[config.mk]
export PLATFORM = sky130hd
export DESIGN_NAME = window_accumulator
export DESIGN_NICKNAME = d
export VERILOG_FILES = /design/src/rtl/window_accumulator.sv
export SDC_FILE = /design/constraint.sdc
export NUM_CORES = 1
export LEC_CHECK = 0
export CAP_MARGIN = 20
export CORE_MARGIN = 1
export CORE_UTILIZATION = 47
export DETAILED_ROUTE_END_ITERATION = 10
export PLACE_DENSITY = 0.74
export SETUP_SLACK_MARGIN = 0.2
export SYNTH_ARGS = -nofsm -noshare
export SYNTH_HDL_FRONTEND = slang
export SYNTH_SLANG_ARGS = --single-unit
[constraint.sdc]
create_clock -name clk -period 2.1 [get_ports clk]
set_clock_uncertainty 0.1 [all_clocks]
set_input_delay 0.63 -clock clk [delete_from_list [all_inputs] [get_ports clk]]
set_output_delay 0.63 -clock clk [all_outputs]
set_load 0.01 [all_outputs]
[src/rtl/window_accumulator.sv]
// window_accumulator: sums each consecutive window of WINDOW signed samples
// into a wide signed result held in a one-entry valid/ready output register.
// A flush request closes the open window early and emits the partial sum.
module window_accumulator #(
  parameter int IN_WIDTH  = 4,
  parameter int WINDOW    = 4,
  parameter int OUT_WIDTH = 8
) (
  input  logic                        clk,
  input  logic                        rst_b,
  input  logic                        in_valid,
  output logic                        in_ready,
  input  logic signed [IN_WIDTH-1:0]  in_data,
  input  logic                        flush,
  output logic                        out_valid,
  input  logic                        out_ready,
  output logic signed [OUT_WIDTH-1:0] out_data,
  output logic [$clog2(WINDOW):0]     out_count
);

  localparam int CW = $clog2(WINDOW);
  localparam logic [CW-1:0] LAST_CNT = CW'(WINDOW - 1);
  localparam logic [CW:0]   FULL_CNT = (CW + 1)'(WINDOW);

  logic signed [OUT_WIDTH-1:0] acc_q, acc_d;
  logic [CW-1:0]               cnt_q, cnt_d;
  logic                        flush_pend_q, flush_pend_d;
  logic                        out_valid_q, out_valid_d;
  logic signed [OUT_WIDTH-1:0] out_data_q, out_data_d;
  logic [CW:0]                 out_count_q, out_count_d;

  logic signed [OUT_WIDTH-1:0] sampleExt;
  logic signed [OUT_WIDTH-1:0] runningSum;
  logic [CW:0]                 runningCount;
  logic                        inReady;
  logic                        accept;
  logic                        lastSample;
  logic                        slotFree;
  logic                        flushReq;

  // Handshake qualifiers: the only stall is the completing sample meeting a
  // held result that the consumer is not taking this cycle.
  always_comb begin
    sampleExt    = {{(OUT_WIDTH - IN_WIDTH){in_data[IN_WIDTH-1]}}, in_data};
    runningSum   = acc_q + sampleExt;
    runningCount = (CW + 1)'(cnt_q) + (CW + 1)'(1);
    lastSample   = (cnt_q == LAST_CNT);
    slotFree     = !out_valid_q || out_ready;
    inReady      = !(lastSample && out_valid_q && !out_ready);
    accept       = in_valid && inReady;
    flushReq     = flush || flush_pend_q;
  end

  // Next-state: window completion has priority, then a serviceable flush,
  // otherwise a plain accumulate; the output slot drains on out_ready.
  always_comb begin
    acc_d        = acc_q;
    cnt_d        = cnt_q;
    flush_pend_d = flushReq;
    out_valid_d  = out_valid_q && !out_ready;
    out_data_d   = out_data_q;
    out_count_d  = out_count_q;

    if (accept && lastSample) begin
      out_data_d   = runningSum;
      out_count_d  = FULL_CNT;
      out_valid_d  = 1'b1;
      acc_d        = '0;
      cnt_d        = '0;
      flush_pend_d = 1'b0;
    end else if (flushReq && slotFree) begin
      if (accept) begin
        out_data_d  = runningSum;
        out_count_d = runningCount;
        out_valid_d = 1'b1;
      end else if (cnt_q != '0) begin
        out_data_d  = acc_q;
        out_count_d = (CW + 1)'(cnt_q);
        out_valid_d = 1'b1;
      end
      acc_d        = '0;
      cnt_d        = '0;
      flush_pend_d = 1'b0;
    end else if (accept) begin
      acc_d = runningSum;
      cnt_d = cnt_q + CW'(1);
    end
  end

  // State and output registers; reset discards any partial or held result.
  always_ff @(posedge clk or negedge rst_b) begin
    if (!rst_b) begin
      acc_q        <= '0;
      cnt_q        <= '0;
      flush_pend_q <= 1'b0;
      out_valid_q  <= 1'b0;
      out_data_q   <= '0;
      out_count_q  <= '0;
    end else begin
      acc_q        <= acc_d;
      cnt_q        <= cnt_d;
      flush_pend_q <= flush_pend_d;
      out_valid_q  <= out_valid_d;
      out_data_q   <= out_data_d;
      out_count_q  <= out_count_d;
    end
  end

  assign in_ready  = inReady;
  assign out_valid = out_valid_q;
  assign out_data  = out_data_q;
  assign out_count = out_count_q;

endmodule

==> flow_summary_export.csv <==
group,metric,value,unit
placed_design,finalWeightedCongestion,0.777,
critical_path,critical-path-top-delay-family,"compound AO/OA/AOI/OAI gates",
die,die_height,56.2,um
timing,worst-slew-pin-transition,0.396,ns
timing,maxSlewViolCount,0,
timing,fin_crit_sh,99.9,%
die,boundaryPins,22,
global_route,grt_pass1_vias,1436,
critical_path,path_class,"reg2reg",
timing,unrepaired_setup_endpoints_after_global_routing,"true",
clocking,cts_max_path_buffers,2,
clocking,clock_sinks,23,
placed_design,place.detailed.instances,232,
synthesis,post_synthesis_mean_instance_area,9.32,um2
synthesis,fraction_of_registers_with_async_set_reset,100,%
synthesis,synth.yosys.seq_area_share,41.7,%
flow_run,drv_cap,0,
synthesis,synth_flop_cell,"dfrtp_1",
critical_path,critical_path.most_common_cell,"a21o_1",
global_route,globalRoute.totalOverflow,0,
clocking,worst_skew_pair.late_latency,0.31,ns
timing,fin_hold_ws,0.419,ns
routing,drt-initial-drc-count,49,
timing,slew_headroom,73.4,%
finish,layout-drive-gt1-share,34.1,%
placed_design,port_buffers,21,
routing,detail_routed_via_count_per_cell,5.56,
routing,detail_route.wirelength,3680,um
clocking,clock_tree_from_tritoncts,"done",
timing,layout_min_cycle_time,2.10,ns
synthesis,number_of_storage_elements_in_the_synthesis_netlist,23,
critical_path,crit_path_max_fanout,3,
synthesis,syn_area,1380,um2
routing,route.vias.total,1346,
finish,synthToLayoutAreaGrowth,52.1,%
hold_path,hold_removal_path_class,"reg2reg",
critical_path,worstPathBufferInverterCount,0,
die,core_area,2760,um2
die,die_outline_area,3160,um2
status,run_status,"finished clean",
die,floorplan.initialDensity,50.0,%
clocking,cts.clk_slew.worst_paths,0.12,ns
timing,fmax,0.477,GHz
clocking,root_buffer,"clkbuf_4",
routing,drt.antenna.violating_nets,0,
critical_path,critPathLaunchType,"flop",
die,rows,19,
finish,insertedDiodeCount,0,
timing,finalSetupViolCount,0,
synthesis,yosysWarnings,0,
synthesis,synthesis.nets,167,
pwr,power_per_cell_area,1070,nW/um2
global_route,all_layer_gr_usage,25.9,%
placed_design,detailedPlacementHpwl,2840,um
timing,finalHoldViolations,0,
synthesis,synth_cell_type_count,39,
global_route,wire_length_of_the_first_global_routing_pass,6350,um
routing,detail_route.drc_violations,0,
critical_path,crit_path_top_delay_cell,"dfrtp_1",
synthesis,synth_cells,148,
pwr,peakVddDrop,0.000888,V
pwr,p_leak,0.985,nW
critical_path,worst-endpoint-arrival,2.24,ns
finish,nNetsFinal,231,
die,die_w,56.2,um
synthesis,synth_enable_flop_cells,0,
critical_path,required,2.24,ns
critical_path,max_stage_delay,0.44,ns
critical_path,crit_chain,"ha_4 -> fa_2 -> a21o_1 -> a21o_1 -> a2111oi_4 -> nor3_4 -> o21ai_1",
finish,final_core_util,76.1,%
critical_path,worst_setup_path_end_kind,"flop",
timing,final.setup.tns,0,ns
clocking,number_of_buffers_created_by_cts,3,
global_route,antenna_violations_before_repair,0,
clocking,h-tree-depth,1,
routing,dr.pass1.iters,4,
global_route,grt_start_max_net_pins,24,
finish,layoutNonFillerInstCount,242,
routing,drt-wirelength-per-cell,15.2,um
## area by class of cell
type / count / area (um2)
Tap cell: 31 / 38.8
Fill cell: 198 / 658
Inverter: 6 / 22.5
Sequential cell: 23 / 576
Timing Repair Buffer: 63 / 510
Clock buffer: 4 / 26.3
Multi-Input combinational cell: 115 / 926
## per-layer routing
metal  vias up  part of all wire, %  GRT usage, %
li1        659                    -             -
met1       657                   45          33.7
met2        22                   51          45.1
met3         8                  1.7          1.63
met4         0                  2.1          10.5
met5         -                    0             0
## placed cells by master (no fill, tap or decap), drive strengths merged, types with 3 or more instances in the layout
cell,instances
buf,46
dfrtp,23
nand2,18
nor2,13
dlygate4sd2,13
a21oi,11
o21ai,10
ha,9
a31oi,8
inv,6
nor2b,5
a21o,5
nand3,4
nor3,4
clkbuf,4
clkdlybuf4s50,3
## flip-flops by register name (all words and copies together) (netlist names)
register / cells
out_data: 8
out_valid: 1
cnt_q: 2
out_count: 3
flush_pend_q: 1
acc_q: 8
## kinds of logic after synthesis
family          share of synthesized area [%]
compound gates                           21.2
xor+xnor                                 2.54
fa+ha+maj                                9.61
buf+inv                                  2.81
flops                                    41.7
mux                                      3.08
simple gates                             19.0
## repair_timing
item / 4_1_cts / 5_1_grt
hold buffers: 0 / 0
setup buffers: 5 / 1
hold endpoints to repair: 0 / 0
endpoints found under the setup margin: 28 / 12
resized for setup: 51 / 7
pin swaps: 18 / 9
## final timing paths
path	end	slack (ns)	startpoint	cells past startpoint
max	out_data[6]$_DFFE_PN0P_	0.002	acc_q[0]$_DFFE_PN0P_	7
min	out_data[2]$_DFFE_PN0P_	0.42	out_data[2]$_DFFE_PN0P_	1
max reg2reg	out_data[6]$_DFFE_PN0P_	0.002	acc_q[0]$_DFFE_PN0P_	7
min reg2reg	out_data[2]$_DFFE_PN0P_	0.42	out_data[2]$_DFFE_PN0P_	1
max in group asynchronous	out_data[2]$_DFFE_PN0P_	1.12	rst_b	2
min in group asynchronous	out_data[7]$_DFFE_PN0P_	0.56	rst_b	2
## cell usage after synthesis (3+ instances only)
master,instances,area (um2)
dfrtp_1,23,576
nand2_1,18,67.6
nor2_1,13,48.8
a21oi_1,11,55.1
ha_1,9,113
a31oi_1,8,50.1
o21ai_0,8,40.0
inv_1,6,22.5
a21o_1,5,37.5
nor2b_1,5,31.3
nand3_1,4,20.0
clkbuf_1,3,11.3
nor3_1,3,15.0
## metrics by stage
step                area, um2  power, mW  setup WS (ns)
floorplan                1430       1.36        -0.0740
global placement         1930       1.87         -0.671
detailed placement       1930       1.93         -0.766
CTS                      2060       2.21        -0.0556
global route             2100       2.40        -0.0541
finish                   2100       2.25        0.00198
## report_power, final
| group | switching [mW] | internal, mW |
|---|---|---|
| Clock | 0.129 | 0.0742 |
| Sequential | 0.116 | 0.597 |
| Combinational | 0.652 | 0.678 |
Note: power is estimated with default switching activity, not from simulation.
==> edit 1 (same settings) <==
Set the parameter `WINDOW` to 8 (it was 4).
--- a/src/rtl/window_accumulator.sv
+++ b/src/rtl/window_accumulator.sv
@@ -5,3 +5,3 @@
   parameter int IN_WIDTH  = 4,
-  parameter int WINDOW    = 4,
+  parameter int WINDOW    = 8,
   parameter int OUT_WIDTH = 8
Ports: changed (resized out_count); port bits go from 22 to 23. The function was not compared with the original's and may differ.
==> edit 1 against the original RTL <==
  * The run now ends with design-rule violations, negative setup slack left
  * Wire length is 21% higher
  * First-iteration DRC count is 16% higher
  * Power is 4.0% higher
  * Largest cell class unchanged
  * Final area is 10% higher
  * Critical endpoint unchanged
  * Highest routed layer unchanged
  * Sequential cell count is 2 higher
  * Worst setup slack worse by 0.075 ns
  * Area after synthesis is 3.7% higher
==> edit 1: results (changes against the original RTL) <==
min_path_cells: 2  # was 1
grt_max_degree: 26  # was 24
power.leakage_nw: 1.09  # was 0.985 nW
numPortBuffers: 22  # was 21
drtIter0Drc: 57  # was 49
outcome: "finished, violations left"  # was completed
gp_congestion: 0.829  # was 0.777
cp.arrival_ns: 2.30  # was 2.24 ns
clk_latency_ns: 0.34  # was 0.31 ns
violations: "design-rule violations, negative setup slack"
irDropWorstVdd_uv: 706  # was 888 uV
dpl_cell_area_sq_um: 2010  # was 1930 sq um
drt-vias-per-instance: 5.81  # was 5.56
hold_end: "out_count[3]$_DFFE_PN0P_"  # was out_data[2]$_DFFE_PN0P_
drc_errors: 1  # was 0
cp_max_fo: 2  # was 3
grt_pass1_wl_um: 6450  # was 6350 um
dp_slack_ns: -0.835  # was -0.766 ns
grt_pass1_vias: 1483  # was 1436
grt_use_total: 0.260  # was 0.259
drive_gt1_frac: 0.442  # was 0.341
setup_viol: 1  # was 0
layout_setup_ws_ns: -0.0730  # was 0.00198 ns
pg_seq_mw: 0.767  # was 0.713 mW
slew_headroom: 0.778  # was 0.734
hpwl_um: 2720  # was 2840 um
drt-total-wl_um: 4430  # was 3680 um
first_pass_iters: 7  # was 4
switching_share: 0.389  # was 0.400
comb_power_share: 0.572  # was 0.592
seq_area_frac_synth: 0.437  # was 0.417
nets: 238  # was 231
synthTopCellsByArea: "dfrtp_1 (44%), ha_1 (8.7%), nand2_1 (5.0%), a21oi_1 (4.5%), nor2_1 (4.5%)"  # was dfrtp_1 (42%), ha_1 (8.2%), nand2_1 (4.9%), a21oi_1 (4.0%), a31oi_1 (3.6%)
synth.distinct_cells: 43  # was 39
clk_pin_slew_worst_paths_ns: 0.15  # was 0.12 ns
fillers: 165  # was 198
yosys-top-cells-count: "dfrtp_1 (25), nand2_1 (19), nor2_1 (17)"  # was dfrtp_1 (23), nand2_1 (18), nor2_1 (13)
## edit 1: worst max-delay path, delay by kind of cell (launching register included)
| kind | cells | cell delay [ns] |
|---|---|---|
| DFF | 1 | 0.43 |
| AOI/OAI and AO/OA | 4 | 0.92 |
| xor gates and xnor gates | 1 | 0.09 |
| adders and majority gates | 2 | 0.53 |
## edit 1: area by class of cell
type                            instances  area, sq um  share of cell area
Clock buffer                            3         22.5             0.00971
Inverter                                3         11.3             0.00486
Timing Repair Buffer                   70          592               0.255
Multi-Input combinational cell        115         1020               0.440
Clock inverter                          1         7.51             0.00324
Tap cell                               31         38.8              0.0167
Sequential cell                        25          626               0.270
## edit 1: per-stage QoR
step           total power [mW]  hold WS, ns  cells  setup TNS, ns
2_1_floorplan              1.38        0.234    149         -0.554
3_3_place_gp               1.86        0.376    232          -6.80
3_5_place_dp               1.90        0.392    232          -7.86
4_1_cts                    2.15        0.423    245        -0.0666
5_1_grt                    2.48        0.452    248         -0.478
6_report                   2.34        0.433    248        -0.0730
## edit 1: per-layer routing
| layer | share of wire | routed length [um] | vias up | track usage |
|---|---|---|---|---|
| li1 | - | - | 670 | - |
| met1 | 0.40 | 1760 | 701 | 0.300 |
| met2 | 0.53 | 2360 | 55 | 0.471 |
| met3 | 0.032 | 142 | 15 | 0.0272 |
| met4 | 0.040 | 176 | 0 | 0.146 |
| met5 | 0 | 0 | - | 0 |
## edit 1: repair_timing
item,4_1_cts,5_1_grt
setup endpoints to repair,27,23
pin swaps,20,21
cloned,1,0
hold buffers,0,0
setup buffers,8,3
resized for setup,43,37
## edit 1: logic make-up after synthesis
| group | share of synthesized area |
|---|---|
| mux | 0.00787 |
| fa+ha+maj | 0.101 |
| compound gates | 0.205 |
| xor+xnor | 0.0306 |
| simple gates | 0.182 |
| flops | 0.437 |
| buf+inv | 0.0367 |
==> edit 2 (same flow settings) <==
Made on the original files. `out_data_q` no longer has a reset.
--- a/src/rtl/window_accumulator.sv
+++ b/src/rtl/window_accumulator.sv
@@ -96,3 +96,2 @@
       out_valid_q  <= 1'b0;
-      out_data_q   <= '0;
       out_count_q  <= '0;
@@ -103,5 +102,8 @@
       out_valid_q  <= out_valid_d;
-      out_data_q   <= out_data_d;
       out_count_q  <= out_count_d;
     end
+  end
+
+  always_ff @(posedge clk) begin
+    out_data_q <= out_data_d;
   end
Behaviour: not the same (a bounded check fails within 4 cycles, from zero or initial values and one cycle with rst_b low).
==> edit 2 against the original RTL <==
  * Utilization grew 4.6 points
  * Power fell by 17%
  * Wire length grew 6.0%
  * Die area is 4.0% lower
  * Area after synthesis down 4.2%
  * Final area is 1.3% lower
  * Clock power rose by 8%
  * Sequential cell count is the same
  * Final cell count is 6.2% lower
  * Non-clock buffer count decreased by 2
  * Worst setup slack improved by 0.0011 ns
  * Critical path type is now primary input to register
  * Critical endpoint is now acc_q[7]$_DFFE_PN0P_
  * Largest cell class unchanged
==> edit 2: results (changes against the original RTL) <==
outcome: "completed"  # unchanged
synth_xor_area_frac: 0.0331  # was 0.0254
whs_ns: 0.437  # was 0.419 ns
cts_setup_buffers: 6  # was 5
cp_max_fo: 4  # was 3
synthCells: 134  # was 148
slew_headroom: 0.744  # was 0.734
final_cell_count_no_fill: 227  # was 242
seq_area_frac_synth: 0.465  # was 0.417
synth.distinct_cells: 37  # was 39
synthTopCellsByArea: "dfrtp_1 (28%), edfxtp_1 (18%), ha_1 (8.5%), nand2_1 (5.4%), a21oi_1 (4.9%)"  # was dfrtp_1 (42%), ha_1 (8.2%), nand2_1 (4.9%), a21oi_1 (4.0%), a31oi_1 (3.6%)
drtIter0Drc: 44  # was 49
dpl_cell_area_sq_um: 1920  # was 1930 sq um
synth_compound_area_frac: 0.184  # was 0.212
first_pass_iters: 5  # was 4
cts_resized: 47  # was 51
synth_edf_count: 8  # was 0
gp_congestion: 0.841  # was 0.777
hold_end: "out_count[1]$_DFFE_PN0P_"  # was out_data[2]$_DFFE_PN0P_
grt_use_total: 0.286  # was 0.259
die_area_sq_um: 3030  # was 3160 sq um
vias: 1312  # was 1346
r2r-end: "acc_q[7]$_DFFE_PN0P_"  # was out_data[6]$_DFFE_PN0P_
yosys-top-cells-count: "nand2_1 (19), dfrtp_1 (15), a21oi_1 (13)"  # was dfrtp_1 (23), nand2_1 (18), nor2_1 (13)
synth-async-reset-ratio: 0.652  # was 1.00
==> edit 2: layer usage <==
metal,GRT usage,vias up,wire length [um]
met5,0,-,0
met3,0.0492,11,163
met4,0.125,0,104
li1,-,611,-
met1,0.327,639,1620
met2,0.516,51,2010
==> edit 2: cells by family (layout without fill, tap and decap cells) <==
group | after synthesis | after routing
xor gates and xnor gates | 5 | 5
and+or+nand+nor | 48 | 48
adders and majority gates | 10 | 10
AOI/OAI and AO/OA | 40 | 40
DFF | 23 | 23
muxes | 2 | 2
buffers and inverters | 6 | 69
==> edit 2: final cells by class <==
cell class	instances	area (sq um)
multi-input combinational	105	876
tap	30	37.5
fill	151	494
timing repair buffer	61	503
clock buffer	4	26.3
sequential	23	616
inverter	4	15.0
==> edit 2: worst max-delay path by stage <==
stage / start / to
6_report: in_data[2] / acc_q[7]$_DFFE_PN0P_
2_1_floorplan: in_data[0] / out_data[6]$_DFFE_PP_
5_1_grt: acc_q[0]$_DFFE_PN0P_ / out_data[6]$_DFFE_PP_
4_1_cts: acc_q[0]$_DFFE_PN0P_ / acc_q[7]$_DFFE_PN0P_
3_5_place_dp: in_data[3] / out_data[7]$_DFFE_PP_
3_3_place_gp: in_data[3] / out_data[7]$_DFFE_PP_
==> edit 2: power breakdown <==
group | internal (mW) | total (mW) | switching [mW]
Sequential | 0.590 | 0.655 | 0.0644
Combinational | 0.506 | 0.993 | 0.486
Clock | 0.0747 | 0.221 | 0.146
Total | 1.17 | 1.87 | 0.697
==> edit 2: worst max-delay path, cell delays in order <==
cell and delay [ns]:
clkdlybuf4s15_1 0.21, ha_4 0.25, o21ai_2 0.22, o211ai_1 0.15
and3_4 0.20, or4_4 0.49, a21oi_2 0.12
